[src/rtl/i2c_apb_master_if.sv]
// Command/response and APB signal bundle for i2c_apb_master.
// Handshake rule: a transfer happens on a rising edge where valid and ready are both high;
// a valid source holds its payload unchanged until that edge.
interface i2c_apb_master_if;
  logic        req_valid;
  logic        req_ready;
  logic        req_write;
  logic [31:0] req_addr;
  logic [31:0] req_wdata;

  logic        rsp_valid;
  logic        rsp_ready;
  logic [31:0] rsp_rdata;
  logic        rsp_err;

  logic        apb_sel;
  logic        apb_en;
  logic        apb_write;
  logic [31:0] apb_addr;
  logic [31:0] apb_wdata;
  logic        apb_ready;
  logic [31:0] apb_rdata;

  modport master (
    input  req_valid, req_write, req_addr, req_wdata, rsp_ready, apb_ready, apb_rdata,
    output req_ready, rsp_valid, rsp_rdata, rsp_err,
    output apb_sel, apb_en, apb_write, apb_addr, apb_wdata
  );

  modport slave (
    output req_valid, req_write, req_addr, req_wdata, rsp_ready, apb_ready, apb_rdata,
    input  req_ready, rsp_valid, rsp_rdata, rsp_err,
    input  apb_sel, apb_en, apb_write, apb_addr, apb_wdata
  );
endinterface

[src/rtl/i2c_apb_master.sv]
// Single-outstanding command-to-APB master: IDLE -> SETUP -> ACCESS -> RESP.
// Define APB_MASTER_TIMEOUT_EN to abort ACCESS after TIMEOUT_CYCLES wait states.
module i2c_apb_master #(
  parameter int unsigned TIMEOUT_CYCLES = 16
) (
  input  logic             clk,
  input  logic             rstn,
  i2c_apb_master_if.master bus,
  output logic [1:0]       dbg_state_o
);
  typedef enum logic [1:0] {
    IDLE   = 2'd0,
    SETUP  = 2'd1,
    ACCESS = 2'd2,
    RESP   = 2'd3
  } state_e;

  if (TIMEOUT_CYCLES < 1 || TIMEOUT_CYCLES > 65535) begin : g_bad_timeout
    $error("TIMEOUT_CYCLES must be in 1..65535");
  end

  state_e      state_q, state_d;
  logic        wr_q, wr_d;
  logic [31:0] addr_q, addr_d;
  logic [31:0] wdata_q, wdata_d;
  logic [31:0] rdata_q, rdata_d;
`ifdef APB_MASTER_TIMEOUT_EN
  localparam logic [15:0] WaitLast = 16'(TIMEOUT_CYCLES - 1);
  logic [15:0] wait_q, wait_d;
  logic        err_q, err_d;
`endif

  always_ff @(posedge clk or negedge rstn) begin
    if (!rstn) begin
      state_q <= IDLE;
      wr_q    <= 1'b0;
      addr_q  <= '0;
      wdata_q <= '0;
      rdata_q <= '0;
`ifdef APB_MASTER_TIMEOUT_EN
      wait_q  <= '0;
      err_q   <= 1'b0;
`endif
    end else begin
      state_q <= state_d;
      wr_q    <= wr_d;
      addr_q  <= addr_d;
      wdata_q <= wdata_d;
      rdata_q <= rdata_d;
`ifdef APB_MASTER_TIMEOUT_EN
      wait_q  <= wait_d;
      err_q   <= err_d;
`endif
    end
  end

  always_comb begin
    state_d = state_q;
    wr_d    = wr_q;
    addr_d  = addr_q;
    wdata_d = wdata_q;
    rdata_d = rdata_q;
`ifdef APB_MASTER_TIMEOUT_EN
    wait_d  = wait_q;
    err_d   = err_q;
`endif
    case (state_q)
      IDLE: begin
        if (bus.req_valid) begin
          wr_d    = bus.req_write;
          addr_d  = bus.req_addr;
          wdata_d = bus.req_wdata;
`ifdef APB_MASTER_TIMEOUT_EN
          wait_d  = '0;
`endif
          state_d = SETUP;
        end
      end
      SETUP: state_d = ACCESS;
      ACCESS: begin
        // Read data is only trusted on the completing edge of a read.
        if (bus.apb_ready) begin
          rdata_d = wr_q ? 32'd0 : bus.apb_rdata;
`ifdef APB_MASTER_TIMEOUT_EN
          err_d   = 1'b0;
`endif
          state_d = RESP;
        end
`ifdef APB_MASTER_TIMEOUT_EN
        else if (wait_q == WaitLast) begin
          rdata_d = '0;
          err_d   = 1'b1;
          state_d = RESP;
        end else if (wait_q != 16'hFFFF) begin
          wait_d = wait_q + 16'd1;
        end
`endif
      end
      RESP: begin
        if (bus.rsp_ready) state_d = IDLE;
      end
      default: state_d = IDLE;
    endcase
  end

  logic on_bus;
  assign on_bus = (state_q == SETUP) || (state_q == ACCESS);

  assign bus.req_ready = (state_q == IDLE);
  assign bus.rsp_valid = (state_q == RESP);
  assign bus.rsp_rdata = (state_q == RESP) ? rdata_q : 32'd0;
`ifdef APB_MASTER_TIMEOUT_EN
  assign bus.rsp_err   = (state_q == RESP) && err_q;
`else
  assign bus.rsp_err   = 1'b0;
`endif

  assign bus.apb_sel   = on_bus;
  assign bus.apb_en    = (state_q == ACCESS);
  assign bus.apb_write = on_bus && wr_q;
  assign bus.apb_addr  = on_bus ? addr_q : 32'd0;
  assign bus.apb_wdata = on_bus ? wdata_q : 32'd0;

  assign dbg_state_o = state_q;
endmodule

[src/flat_wrapper.sv]
// flat-port wrapper written by rule: the top's interface ports become plain ports
module i2c_apb_master_flat 
#(
  parameter int unsigned TIMEOUT_CYCLES = 16
)
  (clk, rstn, dbg_state_o, bus_req_valid, bus_req_write, bus_req_addr, bus_req_wdata, bus_rsp_ready, bus_apb_ready, bus_apb_rdata, bus_req_ready, bus_rsp_valid, bus_rsp_rdata, bus_rsp_err, bus_apb_sel, bus_apb_en, bus_apb_write, bus_apb_addr, bus_apb_wdata);
  i2c_apb_master_if bus_i ();
  input  logic clk;
  input  logic rstn;
  output logic [1:0] dbg_state_o;
  input wire logic [$bits(bus_i.req_valid)-1:0] bus_req_valid;
  input wire logic [$bits(bus_i.req_write)-1:0] bus_req_write;
  input wire logic [$bits(bus_i.req_addr)-1:0] bus_req_addr;
  input wire logic [$bits(bus_i.req_wdata)-1:0] bus_req_wdata;
  input wire logic [$bits(bus_i.rsp_ready)-1:0] bus_rsp_ready;
  input wire logic [$bits(bus_i.apb_ready)-1:0] bus_apb_ready;
  input wire logic [$bits(bus_i.apb_rdata)-1:0] bus_apb_rdata;
  output wire logic [$bits(bus_i.req_ready)-1:0] bus_req_ready;
  output wire logic [$bits(bus_i.rsp_valid)-1:0] bus_rsp_valid;
  output wire logic [$bits(bus_i.rsp_rdata)-1:0] bus_rsp_rdata;
  output wire logic [$bits(bus_i.rsp_err)-1:0] bus_rsp_err;
  output wire logic [$bits(bus_i.apb_sel)-1:0] bus_apb_sel;
  output wire logic [$bits(bus_i.apb_en)-1:0] bus_apb_en;
  output wire logic [$bits(bus_i.apb_write)-1:0] bus_apb_write;
  output wire logic [$bits(bus_i.apb_addr)-1:0] bus_apb_addr;
  output wire logic [$bits(bus_i.apb_wdata)-1:0] bus_apb_wdata;
  assign bus_i.req_valid = bus_req_valid;
  assign bus_i.req_write = bus_req_write;
  assign bus_i.req_addr = bus_req_addr;
  assign bus_i.req_wdata = bus_req_wdata;
  assign bus_i.rsp_ready = bus_rsp_ready;
  assign bus_i.apb_ready = bus_apb_ready;
  assign bus_i.apb_rdata = bus_apb_rdata;
  assign bus_req_ready = bus_i.req_ready;
  assign bus_rsp_valid = bus_i.rsp_valid;
  assign bus_rsp_rdata = bus_i.rsp_rdata;
  assign bus_rsp_err = bus_i.rsp_err;
  assign bus_apb_sel = bus_i.apb_sel;
  assign bus_apb_en = bus_i.apb_en;
  assign bus_apb_write = bus_i.apb_write;
  assign bus_apb_addr = bus_i.apb_addr;
  assign bus_apb_wdata = bus_i.apb_wdata;
  i2c_apb_master #(.TIMEOUT_CYCLES(TIMEOUT_CYCLES)) u_core (.clk(clk), .rstn(rstn), .bus(bus_i), .dbg_state_o(dbg_state_o));
endmodule
[config.mk]
export PLATFORM = sky130hd
export DESIGN_NAME = i2c_apb_master_flat
export DESIGN_NICKNAME = d
export VERILOG_FILES = /design/src/rtl/i2c_apb_master_if.sv /design/src/rtl/i2c_apb_master.sv /design/src/flat_wrapper.sv
export SDC_FILE = /design/constraint.sdc
export NUM_CORES = 1
export LEC_CHECK = 0
export ABC_AREA = 1
export ABC_CLOCK_PERIOD_IN_PS = 1650
export CAP_MARGIN = 10
export CELL_PAD_IN_SITES_DETAIL_PLACEMENT = 1
export CELL_PAD_IN_SITES_GLOBAL_PLACEMENT = 2
export CORE_UTILIZATION = 23
export CTS_BUF_LIST = sky130_fd_sc_hd__clkbuf_4
export DETAILED_ROUTE_END_ITERATION = 8
export PLACE_DENSITY_LB_ADDON = 0.25
export SLEW_MARGIN = 20
export SYNTH_ARGS = -nofsm -noshare
export SYNTH_HDL_FRONTEND = slang
export SYNTH_SLANG_ARGS = --single-unit
[constraint.sdc]
create_clock -name clk -period 1.65 [get_ports clk]
set_input_delay 0.165 -clock clk [delete_from_list [all_inputs] [get_ports clk]]
set_output_delay 0.165 -clock clk [all_outputs]
set_load 0.02 [all_outputs]
Word level (Yosys, flattened, before mapping):

Index checks and enable logic that the tools add are counted.

* word-level logic and storage cells: 25
* flip-flop bits (word level): 99
* output and inout port bits: 104
* bits of input ports: 102

* reduce and logical (&&, ||, !) cells: 6
* eq/ne operators: 6
* mux-type cells: 8

Operator list (count)
* 32-bit two-way mux: 4
* 2-bit one-hot mux with 4 select lines: 1
* 2-bit two-way mux: 3
* 2-bit != test (second input constant): 3
* 2-bit == test (second input constant): 2
* 2-bit AND reduction: 2
* 3-bit AND reduction: 1
* 2-bit by 1-bit == test with 1-bit output (second input constant): 1
* 2-bit zero test: 1
* 1-bit logical AND: 1
* 1-bit logical OR: 1

Logic depth before layout (Yosys ltp):

* word-level depth: 3
* mapped depth: 7
* depth with buffers taken out: 6

Least setup slack after synthesis:

Ideal clock, no wire load.

* path type: register to output
* from: reg u_core.state_q[0] (netlist: u_core.dbg_state_o[0])
* to: out bus_apb_addr[0]
* buffers on the path: 2
* arrival: 1.602 ns
* setup slack: -0.117 ns
* cell stages (with the launch flop): 7
* required time: 1.485 ns
* path through: dfrtp_1 -> inv_1 -> ha_1 -> buf_2 -> buf_2 -> nand2_1 -> inv_1

* longest elaborated chain between the ends: 3
* elaborated cells between the ends (all ways): 4

RTL lines
* start, declared: RTL line i2c_apb_master.sv:22 `state_e state_q, state_d;`
* start signal, assigned: RTL line i2c_apb_master.sv:45 `state_q <= state_d;`
* 2-bit by 1-bit == test with 1-bit output / 2-bit == test (equally long branches): RTL line i2c_apb_master.sv:107 `assign on_bus = (state_q == SETUP) || (state_q == ACCESS);`
* 1-bit logical OR *: RTL line i2c_apb_master.sv:107
* net bus_apb_sel: RTL line flat_wrapper.sv:22 `output wire logic [$bits(bus_i.apb_sel)-1:0] bus_apb_sel;`
* 32-bit two-way mux *: RTL line i2c_apb_master.sv:121 `assign bus.apb_addr = on_bus ? addr_q : 32'd0;`
* end, declared: RTL line flat_wrapper.sv:25 `output wire logic [$bits(bus_i.apb_addr)-1:0] bus_apb_addr;`

Mark *: on every way through the listed nets, which the timed path passes. The rest lies on a longest branch.

Worst setup path after layout:

* from: reg u_core.state_q[1] (netlist: u_core.dbg_state_o[1])
* to: out bus_apb_addr[1]

* longest elaborated chain between the ends: 3
* elaborated cells between the ends (all ways): 4

RTL lines (RTL line)
* 2-bit by 1-bit == test with 1-bit output / 2-bit == test (equally long branches): i2c_apb_master.sv:107
* 1-bit logical OR *: i2c_apb_master.sv:107
* 32-bit two-way mux *: i2c_apb_master.sv:121

Mark *: on every way between the ends. The rest lies on a longest branch, timed or not.

==> metrics <==
post-synth top area share 51.2%; DRT Pass-1 Iters 4; Skew-Pair Late Insertion Delay around 0.47 ns; critical-path cell list inv_2 -> ha_4 -> buf_12 -> clkbuf_16 -> buf_12 -> nand2_2 -> inv_2 -> buf_6; Die X between 100 and 150 um; DR vias/cell roughly 4.2; Slew Limit Fails 0; total power roughly 17000 uW; crit path buf inv count 6; Final #Nets between 900 and 1000; core area 20400 um^2; syn_nets between 700 and 800; synth-to-layout area growth 64.5%; most common cell in the netlist nand2_1; clk buf depth 2; YS warnings 0; synth top area cells dfrtp_1 51%, nand2_1 23%, inv_1 8.2%, nand3_1 6.7%, o21ai_1 2.9%; CTS Buf Count 9; Seq pwr share around a quarter; Synth area leader dfrtp_1; Die H 147 um; Power per Cell Area roughly 2200 nW/um^2; mux contribution to synthesized area 0%; Sw Share 45.1%; area fraction in compound gates after synthesis approximately 3.4%; # clock sinks 99; placer congestion estimate approximately 0.76; area share of and/or/nand/nor cells after synthesis 30.3%; asr flop ratio synth 100%; TritonCTS clock tree done; RSZ-0062 raised after global routing true; Hold Path Stages 3; Global Route Usage Sum around 15%; critical path's top delay family buffers and inverters; Final Util between 30% and 40%; top cells by count, synth 298 x nand2_1, 105 x inv_1, 99 x dfrtp_1, 65 x nand3_1, 28 x o21ai_1; Yosys reg bits about 100; diodes inserted 0; pre-CTS setup slack -0.276 ns; routed length per instance around 15 um; GRT overflow 0; number of global-route vias before repair a little over 5000; CP Capture Type primary output; Inst Count DP 1104; I/O Buffers roughly 200; I/O Pins 206; fill count ~2500; Reg2Reg Depth 8; DIE AREA between 20000 and 25000 um^2; Worst path max stage delay approximately 0.44 ns; Int Power ~9400 uW; maximum vdd drop ~0.87 mV; post-route setup slack -0.354 ns; final hold viol count 0; Slowest cell on crit path dfrtp_2; CTS clk-pin slew, worst paths around 0.15 ns; Setup violations, final 99; Static Leak roughly 0.0045 uW; largest net degree at the start of global routing between 60 and 70; Cells after Synth roughly 650; first-pass GRT wire length between 20 and 30 mm; routed length on met2 between 7 and 8 mm; met3 wire length approximately 1.1 mm; Clk pwr share under 10%; WP data required around 1.5 ns; Post-Syn Area 4830 um^2; clock root buffer clkbuf_4; EDFF count, synth 0; DRT iter0 DRCs between 200 and 250; failing checks setup timing; critical path fanouts, max 7; Fmax between 400 and 500 MHz; status finished with violations; row count 52; kind of critical path flip-flop to primary output; combinational power share between 60% and 70%; WL met1 7.91 mm; HPWL Detailed between 10 and 15 mm; post-synthesis area per instance 7.43 um^2; TNS Setup -24.78 ns; CTS HTree Levels 3; largest family of logic cells by synthesized area simple AND/OR/NAND/NOR gates; Reg area 2480 um^2; sequential element share of the synthesized area between 50% and 60%; vias between 4000 and 5000; CP Launch Type flip-flop; max cap viols 0; multi-input logic area around 2000 um^2; initial core utilization 23.7%; Layout Cells excl Fill around 1100; DRC viols 0; fin crit period between 2 and 2.5 ns; Total Wirelength between 15 and 20 mm; fin crit share 121%; Levels on crit path 8; Psw 7710 uW; predominant post-synthesis flop cell dfrtp_1; layout cells sized above 1 29.6%; clk_skew approximately 0.012 ns; worst path arrival time about 1.8 ns; Post-DRT Antenna Nets 0; initial antenna violation count 0; Post-Synth XOR/XNOR Area 0%; adder-cell share of the synthesized area 1.04%; HP Class input port to flip-flop; top routing layer in use met4; Synth cell types 15
sequential cells by signal, indices dropped and copies added (netlist names):
name	flops
u_core.addr_q	32
u_core.rdata_q	32
u_core.wdata_q	32
u_core.dbg_state_o	2
u_core.wr_q	1
layout by cell type, fill, tap and decap left out, drive strengths merged:
| cell | synthesis | routed |
|---|---|---|
| a21oi | 1 | 1 |
| buf | 42 | 133 |
| bufinv | 0 | 2 |
| clkbuf | 0 | 18 |
| clkdlybuf4s50 | 0 | 99 |
| clkinv | 0 | 1 |
| clkinvlp | 0 | 2 |
| conb | 1 | 1 |
| dfrtp | 99 | 99 |
| dlygate4sd2 | 0 | 2 |
| dlygate4sd3 | 0 | 1 |
| ha | 4 | 4 |
| inv | 105 | 105 |
| nand2 | 299 | 299 |
| nand3 | 65 | 65 |
| nand4 | 2 | 2 |
| nor2 | 1 | 1 |
| o21ai | 32 | 32 |
metrics by stage:
step	cell area, um^2	hold slack [ns]
after floorplan	4840	-0.131
after global placement	7190	0.191
after detailed placement	7190	0.183
after CTS	7270	0.0955
after global routing	7950	0.108
final	7950	0.136
kinds of logic after synthesis:
family | Yosys count
DFF | 99
adders and majority gates | 4
AOI/OAI and AO/OA | 33
other | 1
buffers and inverters | 147
and+or+nand+nor | 367
final timing paths:
| check | startpoint | end | slack [ns] |
|---|---|---|---|
| worst min register to register | u_core.wdata_q[15] | u_core.wdata_q[15] | 0.49 |
| worst min-delay path | bus_req_valid | u_core.wdata_q[4] | 0.14 |
| worst max-delay path | u_core.dbg_state_o[1] | bus_apb_addr[1] | -0.35 |
| min in group asynchronous | rstn | u_core.rdata_q[12] | 0.20 |
| max in group asynchronous | rstn | u_core.dbg_state_o[0] | 1.12 |
| worst max register to register | u_core.dbg_state_o[1] | u_core.dbg_state_o[0] | 0.10 |
area by class of cell:
type / count / area share, %
Sequential cell: 99 / 31.2
Inverter: 105 / 4.99
Timing Repair Buffer: 243 / 32.8
Multi-Input combinational cell: 405 / 24.8
Clock inverter: 5 / 0.991
Clock buffer: 10 / 0.944
Tap cell: 270 / 4.25
per-layer routing:
layer / global-route usage, % / vias to the layer above
met3: 3.70 / 15
met1: 19.8 / 2288
li1: - / 2353
met2: 24.6 / 150
met5: 0 / -
met4: 4.85 / 0
timing repair:
item	in CTS	in global routing
hold buffers	1	0
gates resized for setup	515	180
gates cloned	1	8
setup buffers	2	6
pin swaps	0	2
endpoints found under the hold margin	99	0
endpoints found under the setup margin	103	119
worst min-delay path, stage by stage:
cell and delay, ns:
buf_2 0.23, nand3_1 0.14, nand2_1 0.05
power by group through the flow:
stage               clock network, uW  registers [uW]  logic [uW]
global route                     1630            4510       12200
floorplan                           0            4060        4740
global placement                    0            4160        8360
finish                           1460            4380       11300
detailed placement                  0            4210        8500
CTS                              1550            4160        8760
Power figures use the tool's default switching activity.
